### src/rtl/rv_ctl.sv
// Multicycle control unit for the simple RISC-V core: shared control encodings
// plus the FSM that sequences every datapath enable and mux select.

package rv_ctl_pkg;
  localparam logic       PC_PLUS4 = 1'b0;
  localparam logic       PC_ALU   = 1'b1;

  localparam logic [1:0] WB_MDR    = 2'd0;
  localparam logic [1:0] WB_ALUOUT = 2'd1;
  localparam logic [1:0] WB_PC     = 2'd2;

  localparam logic [1:0] IMM_J = 2'd0;
  localparam logic [1:0] IMM_B = 2'd1;
  localparam logic [1:0] IMM_S = 2'd2;
  localparam logic [1:0] IMM_L = 2'd3;

  localparam logic       ALUA_REG = 1'b0;
  localparam logic       ALUA_PCC = 1'b1;
  localparam logic       ALUB_REG = 1'b0;
  localparam logic       ALUB_IMM = 1'b1;

  localparam logic [3:0] ALU_ADD  = 4'd0;
  localparam logic [3:0] ALU_SUB  = 4'd1;
  localparam logic [3:0] ALU_SLL  = 4'd2;
  localparam logic [3:0] ALU_SLT  = 4'd3;
  localparam logic [3:0] ALU_SLTU = 4'd4;
  localparam logic [3:0] ALU_XOR  = 4'd5;
  localparam logic [3:0] ALU_SRL  = 4'd6;
  localparam logic [3:0] ALU_SRA  = 4'd7;
  localparam logic [3:0] ALU_OR   = 4'd8;
  localparam logic [3:0] ALU_AND  = 4'd9;

  localparam logic [6:0] OP_R      = 7'b0110011;
  localparam logic [6:0] OP_I      = 7'b0010011;
  localparam logic [6:0] OP_LOAD   = 7'b0000011;
  localparam logic [6:0] OP_STORE  = 7'b0100011;
  localparam logic [6:0] OP_BRANCH = 7'b1100011;
  localparam logic [6:0] OP_JAL    = 7'b1101111;

  localparam logic [2:0] F3_ADD  = 3'b000;
  localparam logic [2:0] F3_SLL  = 3'b001;
  localparam logic [2:0] F3_SLT  = 3'b010;
  localparam logic [2:0] F3_SLTU = 3'b011;
  localparam logic [2:0] F3_XOR  = 3'b100;
  localparam logic [2:0] F3_SR   = 3'b101;
  localparam logic [2:0] F3_OR   = 3'b110;
  localparam logic [2:0] F3_AND  = 3'b111;
  localparam logic [2:0] F3_WORD = 3'b010;
  localparam logic [2:0] F3_BEQ  = 3'b000;
  localparam logic [2:0] F3_BNE  = 3'b001;
endpackage

module rv_ctl
  import rv_ctl_pkg::*;
#(
  parameter int DPWIDTH = 32
) (
  input  logic         clk,
  input  logic         rst,
  input  logic [31:0]  instr,
  input  logic         zero,
  output logic         pcsourse,
  output logic         pcwrite,
  output logic         pccen,
  output logic         irwrite,
  output logic [1:0]   wbsel,
  output logic         regwen,
  output logic [1:0]   immsel,
  output logic         asel,
  output logic         bsel,
  output logic [3:0]   alusel,
  output logic         mdrwrite,
  output logic         memwrite,
  output logic         illegal
);

  typedef enum logic [3:0] {
    FETCH     = 4'd0,
    DECODE    = 4'd1,
    EXEC_R    = 4'd2,
    EXEC_I    = 4'd3,
    ALU_WB    = 4'd4,
    MEM_ADDR  = 4'd5,
    MEM_READ  = 4'd6,
    LOAD_WB   = 4'd7,
    MEM_WRITE = 4'd8,
    BRANCH    = 4'd9,
    JAL       = 4'd10,
    TRAP      = 4'd11
  } state_t;

  state_t state_reg, state_next;
  logic   illegal_reg;

  logic [6:0] opcode;
  logic [2:0] funct3;
  logic       f7b;
  logic       unused_instr_bits;

  assign opcode = instr[6:0];
  assign funct3 = instr[14:12];
  assign f7b    = instr[30];
  assign unused_instr_bits = ^{instr[31], instr[29:15], instr[11:7]};

  logic pcwrite_next, pccen_next, irwrite_next, regwen_next;
  logic mdrwrite_next, memwrite_next;

  // Only register-register ops may turn ADD into SUB; both forms honour SRA.
  function automatic logic [3:0] alu_decode(input logic [2:0] f3, input logic alt,
                                            input logic reg_form);
    logic [3:0] op;
    op = ALU_ADD;
    case (f3)
      F3_ADD:  op = (reg_form && alt) ? ALU_SUB : ALU_ADD;
      F3_SLL:  op = ALU_SLL;
      F3_SLT:  op = ALU_SLT;
      F3_SLTU: op = ALU_SLTU;
      F3_XOR:  op = ALU_XOR;
      F3_SR:   op = alt ? ALU_SRA : ALU_SRL;
      F3_OR:   op = ALU_OR;
      F3_AND:  op = ALU_AND;
      default: op = ALU_ADD;
    endcase
    return op;
  endfunction

  always_ff @(posedge clk or posedge rst) begin
    if (rst) begin
      state_reg   <= FETCH;
      illegal_reg <= 1'b0;
    end else begin
      state_reg   <= state_next;
      illegal_reg <= illegal_reg | (state_next == TRAP);
    end
  end

  always_comb begin
    state_next    = state_reg;
    pcsourse      = PC_PLUS4;
    pcwrite_next  = 1'b0;
    pccen_next    = 1'b0;
    irwrite_next  = 1'b0;
    wbsel         = WB_ALUOUT;
    regwen_next   = 1'b0;
    immsel        = IMM_L;
    asel          = ALUA_REG;
    bsel          = ALUB_REG;
    alusel        = ALU_ADD;
    mdrwrite_next = 1'b0;
    memwrite_next = 1'b0;

    case (state_reg)
      FETCH: begin
        irwrite_next = 1'b1;
        pccen_next   = 1'b1;
        pcwrite_next = 1'b1;
        state_next   = DECODE;
      end
      DECODE: begin
        // Branch/jump target is formed here so BRANCH/JAL can load it from aluout.
        asel   = ALUA_PCC;
        bsel   = ALUB_IMM;
        immsel = (opcode == OP_JAL) ? IMM_J : IMM_B;
        if (opcode == OP_R)
          state_next = EXEC_R;
        else if (opcode == OP_I)
          state_next = EXEC_I;
        else if ((opcode == OP_LOAD || opcode == OP_STORE) && funct3 == F3_WORD)
          state_next = MEM_ADDR;
        else if (opcode == OP_BRANCH && (funct3 == F3_BEQ || funct3 == F3_BNE))
          state_next = BRANCH;
        else if (opcode == OP_JAL)
          state_next = JAL;
        else
          state_next = TRAP;
      end
      EXEC_R: begin
        alusel     = alu_decode(funct3, f7b, 1'b1);
        state_next = ALU_WB;
      end
      EXEC_I: begin
        bsel       = ALUB_IMM;
        alusel     = alu_decode(funct3, f7b, 1'b0);
        state_next = ALU_WB;
      end
      ALU_WB: begin
        regwen_next = 1'b1;
        state_next  = FETCH;
      end
      MEM_ADDR: begin
        bsel   = ALUB_IMM;
        immsel = (opcode == OP_STORE) ? IMM_S : IMM_L;
        state_next = (opcode == OP_STORE) ? MEM_WRITE : MEM_READ;
      end
      MEM_READ: begin
        mdrwrite_next = 1'b1;
        state_next    = LOAD_WB;
      end
      LOAD_WB: begin
        regwen_next = 1'b1;
        wbsel       = WB_MDR;
        state_next  = FETCH;
      end
      MEM_WRITE: begin
        memwrite_next = 1'b1;
        state_next    = FETCH;
      end
      BRANCH: begin
        alusel = ALU_SUB;
        if ((funct3 == F3_BEQ && zero) || (funct3 == F3_BNE && !zero)) begin
          pcwrite_next = 1'b1;
          pcsourse     = PC_ALU;
        end
        state_next = FETCH;
      end
      JAL: begin
        regwen_next  = 1'b1;
        wbsel        = WB_PC;
        pcwrite_next = 1'b1;
        pcsourse     = PC_ALU;
        state_next   = FETCH;
      end
      TRAP: state_next = TRAP;
      default: state_next = TRAP;
    endcase
  end

  // Reset is asynchronous, so the enables are masked combinationally as well.
  assign pcwrite  = pcwrite_next  & ~rst;
  assign pccen    = pccen_next    & ~rst;
  assign irwrite  = irwrite_next  & ~rst;
  assign regwen   = regwen_next   & ~rst;
  assign mdrwrite = mdrwrite_next & ~rst;
  assign memwrite = memwrite_next & ~rst;
  assign illegal  = illegal_reg;

endmodule

### config.mk
export PLATFORM = sky130hd
export DESIGN_NAME = rv_ctl
export DESIGN_NICKNAME = d
export VERILOG_FILES = /design/src/rtl/rv_ctl.sv
export SDC_FILE = /design/constraint.sdc
export NUM_CORES = 1
export LEC_CHECK = 0
export CORE_MARGIN = 2
export CORE_UTILIZATION = 32
export CTS_BUF_LIST = sky130_fd_sc_hd__clkbuf_16
export DETAILED_ROUTE_END_ITERATION = 7
export PLACE_DENSITY = 0.83
export SLEW_MARGIN = 20
export SYNTH_ARGS = -nofsm -noshare
export SYNTH_HDL_FRONTEND = slang
export SYNTH_SLANG_ARGS = --single-unit
### constraint.sdc
create_clock -name clk -period 1.74 [get_ports clk]
set_clock_uncertainty 0.1 [all_clocks]
set_input_delay 0.174 -clock clk [delete_from_list [all_inputs] [get_ports clk]]
set_output_delay 0.174 -clock clk [all_outputs]
set_load 0.05 [all_outputs]
* Yosys cells after proc, flatten, opt, wreduce, memory -nomap -nowiden *
Index checks and enable logic that the tools add are counted.
W data, S select, Z words.

word-level totals
  output and inout port bits = 18
  input port bits = 35
  register bits = 5
  logic and storage cells = 73

cells by class
  multiplexer cells = 25
  reduce and logical (&&, ||, !) cells = 15
  bitwise logic cells = 7
  equality and inequality tests = 24

operators with widths
  cell                  count
  $pmux W4 S8           2
  $pmux W4 S6           1
  $eq A4 B3 Y1 const B  4
  $eq A4 B4 Y1 const B  4
  $mux W4               4
  $eq A7 B6 Y1 const B  2
  $eq A7 B7 Y1 const B  2
  $eq A3 B3 Y1 const B  4
  $mux W1               12
  $pmux W4 S3           1
  $eq A4 B2 Y1 const B  2
  $pmux W2 S2           2
  $eq A7 B2 Y1 const B  1
  $eq A7 B5 Y1 const B  1
  $eq A3 B2 Y1 const B  2
  $reduce_or A3 Y1      2
  $and A1 B1 Y1         5
  $reduce_or A5 Y1      1
  $eq A4 B1 Y1 const B  1
  $logic_and A1 B1 Y1   4
  $logic_not A4 Y1      1
  $pmux W1 S2           2
  $reduce_or A2 Y1      2
  $eq A3 B1 Y1 const B  1
  other kinds (6)       8

* Depth between registers and ports, before layout *
Gate-level depths: netlist of the first run.

  depth after elaboration = 10
  gate-level depth with buffers = 6
  depth with buffers taken out = 5

* Worst setup path before layout of the first run *
No wires, ideal clock.

  path type = flip-flop to output port
  start point = register state_reg[1]
  end point = output pcwrite
  arrival = 2347 ps
  path slack = -881 ps
  data required time = 1466 ps
  stages on the path, launching flop included = 5
  buffers on the path = 0
  cell sequence = dfrtp_1 nand2b_4 or4_1 a21oi_1 a21o_1

between the ends
  cells in the longest elaborated chain, start to end = 4
  elaborated cells between the ends (all ways) = 6
  classes of those cells = 2 x eq/ne; 1 x mux; 1 x bitwise; 2 x reduce/logical

ends and longest elaborated chain
  element                                                  line  RTL
  start: declaration                                       92    state_t state_reg, state_next;
  start signal: assignment                                 132   state_reg <= state_next;
  $eq A4 B4 Y1 / $logic_not A4 Y1 (equally long branches)  152   case (state_reg)
  $reduce_or A2 Y1 (no source line)                        --
  $pmux W1 S2 *                                            152
  $and A1 B1 Y1 *                                          229   assign pcwrite = pcwrite_next & ~rst;
  end: declaration                                         63    output logic pcwrite,

Mark *: on every way between the ends. The rest lies on a longest branch, timed or not.

* Worst setup path after layout of the first run *
Ends and elaborated chain as after synthesis.

==> results of run 1 <==
-- worst max-delay path: stages (launching register included) --
cell and delay (ps):
dfrtp_1 370, nand2b_4 150, or4_4 490, a21oi_4 160, a21o_4 140, buf_12 120
-- how the worst max path moves through the flow --
stage	slack, ps	to	cells past startpoint
final	-190	pcwrite	5
after detailed placement	-330	immsel[0]	6
after CTS	-180	pcwrite	5
after floorplan	-200	pcwrite	4
after global routing	-230	pcwrite	5
after global placement	-270	immsel[0]	6
-- what timing repair did --
item | CTS | global route
pin swaps | 8 | 8
setup buffers | 12 | 2
gates resized for setup | 20 | 19
setup endpoints to repair | 10 | 16
cloned | 0 | 0
-- Yosys cell counts, drive strengths merged --
cell type / instances / share of area
clkbuf: 2 / 0.012
and3: 2 / 0.020
o2bb2ai: 1 / 0.014
buf: 4 / 0.053
nand3: 3 / 0.032
xnor2: 1 / 0.014
a31o: 1 / 0.014
mux2i: 1 / 0.016
a211o: 1 / 0.014
or3: 3 / 0.038
a31oi: 2 / 0.020
nand4bb: 1 / 0.044
o22ai: 2 / 0.020
nor4: 2 / 0.020
nand2: 9 / 0.053
inv: 7 / 0.042
a21oi: 8 / 0.063
a311o: 1 / 0.016
dfrtp: 5 / 0.20
a221o: 1 / 0.016
nor2: 12 / 0.071
or4: 1 / 0.012
and2: 1 / 0.0099
nor3: 5 / 0.057
a21o: 2 / 0.024
nand2b: 5 / 0.061
o21ai: 6 / 0.048
-- kinds of logic after synthesis --
logic type                count (synthesis)  share of synthesized area
xor gates and xnor gates                  1                     0.0139
AOI/OAI and AO/OA                        25                      0.248
buffers and inverters                    13                      0.107
and+or+nand+nor                          44                      0.418
muxes                                     1                     0.0158
DFF                                       5                      0.198
-- routing by layer --
layer / GRT usage / wire [microns] / vias up
li1: - / - / 436
met1: 0.286 / 1110 / 449
met2: 0.428 / 1450 / 32
met3: 0.0494 / 120 / 2
met4: 0.0667 / 19 / 0
met5: 0 / 0 / -
-- final cells by class --
| cell class | instances | area share |
|---|---|---|
| clock buffer | 3 | 0.0483 |
| timing repair buffer | 60 | 0.443 |
| multi-input combinational | 71 | 0.382 |
| inverter | 7 | 0.0209 |
| tap | 27 | 0.0217 |
| clock inverter | 1 | 0.00242 |
| sequential | 5 | 0.0821 |
-- through the flow --
stage	power, mW	worst slack [ps]	TNS (ps)	cell area [sq um]
3_3_place_gp	1.83	-270	-811	1270
2_1_floorplan	1.24	-204	-492	703
3_5_place_dp	1.85	-335	-982	1270
4_1_cts	2.39	-178	-672	1490
6_report	2.51	-193	-621	1550
5_1_grt	2.63	-231	-1110	1550
-- where the power goes --
group / switching [mW] / internal, mW / total, mW
Clock: 0.0716 / 0.297 / 0.369
Combinational: 1.03 / 0.859 / 1.89
Sequential: 0.0787 / 0.167 / 0.245
==> out/qor.yml, run 1 <==
status: "complete, but fails checks"
failed_checks: "setup timing"
start_util: 0.332
drv_cap: 0
drc: 0
drive_gt1_frac: 0.565
multiInputGateArea_sq_um: 593
crit_type: "reg2out"
synthesis.area_sq_um: 632
grt_max_degree: 13
nFillCells: 108
fin_ws_ps: -193
vdd_drop_max_uv: 1400
antenna_found_initial: 0
clockBufferDepth: 2
clock-sinks: 5
ys_types: 33
synth_warnings: 0
r2r_cells: 7
ant_nets: 0
worstSetupStartpointType: "flop"
gp_congestion: 0.839
io_pins: 53
final-hold-violation-count: 0
grt_pass1_vias: 955
syn_area_per_cell_sq_um: 7.10
setup_viol: 8
min_to: "state_reg[2]"
syn_inst: 89
timing.rr.start: "state_reg[0]"
tightest_slew_ps: 348
final_common_cell: "buf_4"
synth_seq_cells: 5
mostFrequentLayoutCells: "buf_4 (28), buf_12 (15), nor2_1 (8), nand2_1 (7), inv_1 (6)"
rows: 16
path_clk_slew_ps: 30
whs_ps: 307
htree_levels: 1
routedWlPerCell_microns: 15.5
power_density_nw_per_um2: 1610
drt_pass1_iterations: 4
reg2reg_to: "illegal"
initialDrtViolationCount: 17
final_net_count: 183
max_slew_margin: 0.766
post-route-util: 0.817
grt_pass1_wl_microns: 4460
largest_reg_flops: 4
fmax_mhz: 517
arrival_ps: 1660
die_w_microns: 48.4
path_max_fanout: 2
vias: 919
place_inst: 158
maxSlewViolCount: 0
cp_data_required_time_ps: 1470
cts-root-buf: "clkbuf_16"
hold_class: "in2reg"
drt-total-wl_microns: 2700
coreArea_sq_um: 1900
hpwl_microns: 1590
hold_buffers: 0
fin_cells: 174
rsz0062_at_grt: "true"
crit_path_end_kind: "output port"
tritoncts: "built"
grt.total_usage: 0.238
area_growth_pct: 146
diodes: 0
io_buffer_count: 31
die_y_microns: 48.4
regArea_sq_um: 128
hold_depth: 3
cp-startpoint: "state_reg[1]"
power_leakage_nw: 0.710
postSynthNetCount: 124
rrSetupSlack_ps: -60
clkLatencyLatePin_ps: 230
cts_made_buffers: 3
fin_crit_sh: 1.11
via_per_inst: 5.28
fin_crit_ps: 1930
min_from: "instr[4]"
grt_overflow: 0
seq_area_frac_synth: 0.198
die_area_sq_um: 2350
(Power assumes the default switching activity.)
==> inputs of run 2 (changes only) <==
--- a/config.mk
+++ b/config.mk
@@ -10,6 +10,7 @@
 export CTS_BUF_LIST = sky130_fd_sc_hd__clkbuf_16
 export DETAILED_ROUTE_END_ITERATION = 7
 export PLACE_DENSITY = 0.83
+export SETUP_SLACK_MARGIN = 0.4
 export SLEW_MARGIN = 20
 export SYNTH_ARGS = -nofsm -noshare
 export SYNTH_HDL_FRONTEND = slang
==> run 2 against run 1 <==
The flow still finishes with violations (setup timing). Wire length increased by 55%. Via count increased by 20%. Design area increased by 15%. Total power increased by 27%. Sequential share of layout area decreased by 1.0 points. Cell count increased by 7.5%. Critical endpoint unchanged. Highest routed layer unchanged.
==> out/qor.yml, run 2 (synthesis gave the netlist of run 1 again) <==
worstSetupStartpointType: "flop"
r2r_cells: 7
crit_chain: "nand2b_4 > or4_4 > a21oi_4 > a21o_4 > buf_12"
fmax_mhz: 501
final_common_cell: "buf_4"
p_sw_frac: 0.477
io_pins: 53
max_slew_margin: 0.705
die_w_microns: 48.4
crit_path_end: "pcwrite"
drt-total-wl_microns: 4180
cts_made_buffers: 3
grt_overflow: 0
fin_ws_ps: -257
tightest_slew_ps: 439
mostFrequentLayoutCells: "buf_4 (31), buf_12 (16), buf_6 (11), nand2_1 (7)"
start_util: 0.332
slowest_delay_ps: 500
nFillCells: 49
power_leakage_nw: 0.776
crit_path_end_kind: "output port"
cts-root-buf: "clkbuf_16"
design_power_total_mw: 3.19
hpwl_microns: 1720
die_y_microns: 48.4
net-switching-power_mw: 1.52
timing.rr.start: "state_reg[2]"
cp-startpoint: "state_reg[1]"
hold_class: "in2reg"
hold_buffers: 0
crit_type: "reg2out"
antenna_found_initial: 0
fin_crit_sh: 1.15
grt_pass1_wl_microns: 5150
clock-sinks: 5
die_area_sq_um: 2350
route.layer.met1.wl_microns: 1410
met3_length_microns: 417
largest_reg_flops: 4
fin_crit_ps: 2000
drive_gt1_frac: 0.669
cp_data_required_time_ps: 1470
whs_ps: 324
critPathBufInv: 1
io_buffer_count: 31
drv_cap: 0
status: "complete, but fails checks"
rows: 16
reg2reg_to: "illegal"
maxSlewViolCount: 0
top_layer: "met4"
clockBufferDepth: 2
clockPowerShare: 0.126
final-hold-violation-count: 0
vdd_drop_max_uv: 1760
coreArea_sq_um: 1900
via_per_inst: 5.89
p_seq_frac: 0.081
drt_pass1_iterations: 5
gp_congestion: 0.944
grt_max_degree: 13
initialDrtViolationCount: 58
wl_met2_microns: 2010
arrival_ps: 1720
drc: 0
diodes: 0
path_max_fanout: 2
tritoncts: "built"
htree_levels: 1
rrSetupSlack_ps: -130
failed_checks: "setup timing"
internal_power_mw: 1.67
grt.total_usage: 0.289
path_depth: 5
power_density_nw_per_um2: 1790
area_growth_pct: 182
comb_power_share: 0.793
grt_pass1_vias: 1104
setup_viol: 18
clkLatencyLatePin_ps: 240
vias: 1102
cp_slowest_cell: "or4_4"
routedWlPerCell_microns: 22.3
cp_top_family: "simple AND/OR/NAND/NOR gates"
final_net_count: 196
path_clk_slew_ps: 40
rsz0062_at_grt: "true"
ant_nets: 0
run 2: routing by layer:
layer	GRT usage	vias to the layer above
met1	0.284	509
met5	0	-
met2	0.502	101
met3	0.0895	33
met4	0.229	0
li1	-	459
run 2: final cells by class:
class | instances | area (sq um) | share of cell area
Tap cell | 27 | 33.8 | 0.0190
Sequential cell | 5 | 128 | 0.0717
Timing Repair Buffer | 73 | 830 | 0.466
Clock buffer | 3 | 75.1 | 0.0422
Multi-Input combinational cell | 71 | 681 | 0.382
Clock inverter | 1 | 3.75 | 0.00211
Inverter | 7 | 30.0 | 0.0169
run 2: stage by stage:
step / area (sq um) / worst slack, ps / TNS, ps / std cells / util
detailed placement: 1430 / -312 / -987 / 167 / 0.753
CTS: 1680 / -193 / -630 / 180 / 0.884
global placement: 1430 / -235 / -811 / 167 / 0.753
floorplan: 816 / -209 / -425 / 89 / -
finish: 1780 / -257 / -2360 / 187 / 0.936
global route: 1780 / -279 / -2800 / 187 / 0.936
run 2: worst min-delay path, cell delays in order:
cell and delay [ps]:
dlygate4sd2_1 230, buf_4 140, o22ai_2 70
run 2: power by group through the flow:
stage	clock (mW)	combinational [mW]	sequential [mW]
6_report	0.401	2.53	0.260
5_1_grt	0.413	2.59	0.261
4_1_cts	0.384	2.13	0.235
3_5_place_dp	0	1.87	0.234
3_3_place_gp	0	1.84	0.232
2_1_floorplan	0	1.22	0.194
run 2: what timing repair did:
| action | 4_1_cts | 5_1_grt |
|---|---|---|
| endpoints found under the setup margin | 22 | 22 |
| resized for setup | 36 | 14 |
| pin swaps | 10 | 8 |
| hold endpoints to repair | 0 | 0 |
| buffers inserted | 9 | 7 |
run 2: how the worst min path moves through the flow:
stage | from | to | slack, ps | depth (start not counted)
after global routing | instr[4] | state_reg[2] | 320 | 3
after global placement | illegal | illegal | 350 | 1
final | instr[4] | state_reg[2] | 320 | 3
after floorplan | rst | illegal | -130 | 1
after CTS | instr[4] | state_reg[2] | 290 | 3
after detailed placement | illegal | illegal | 360 | 1
==> inputs of run 3 (changes only) <==
--- a/config.mk
+++ b/config.mk
@@ -5,6 +5,7 @@
 export SDC_FILE = /design/constraint.sdc
 export NUM_CORES = 1
 export LEC_CHECK = 0
+export ABC_AREA = 0
 export CORE_MARGIN = 2
 export CORE_UTILIZATION = 32
 export CTS_BUF_LIST = sky130_fd_sc_hd__clkbuf_16
==> results of run 3 <==
Same layout as run 2: the final DEF is identical, and so are final timing and power.
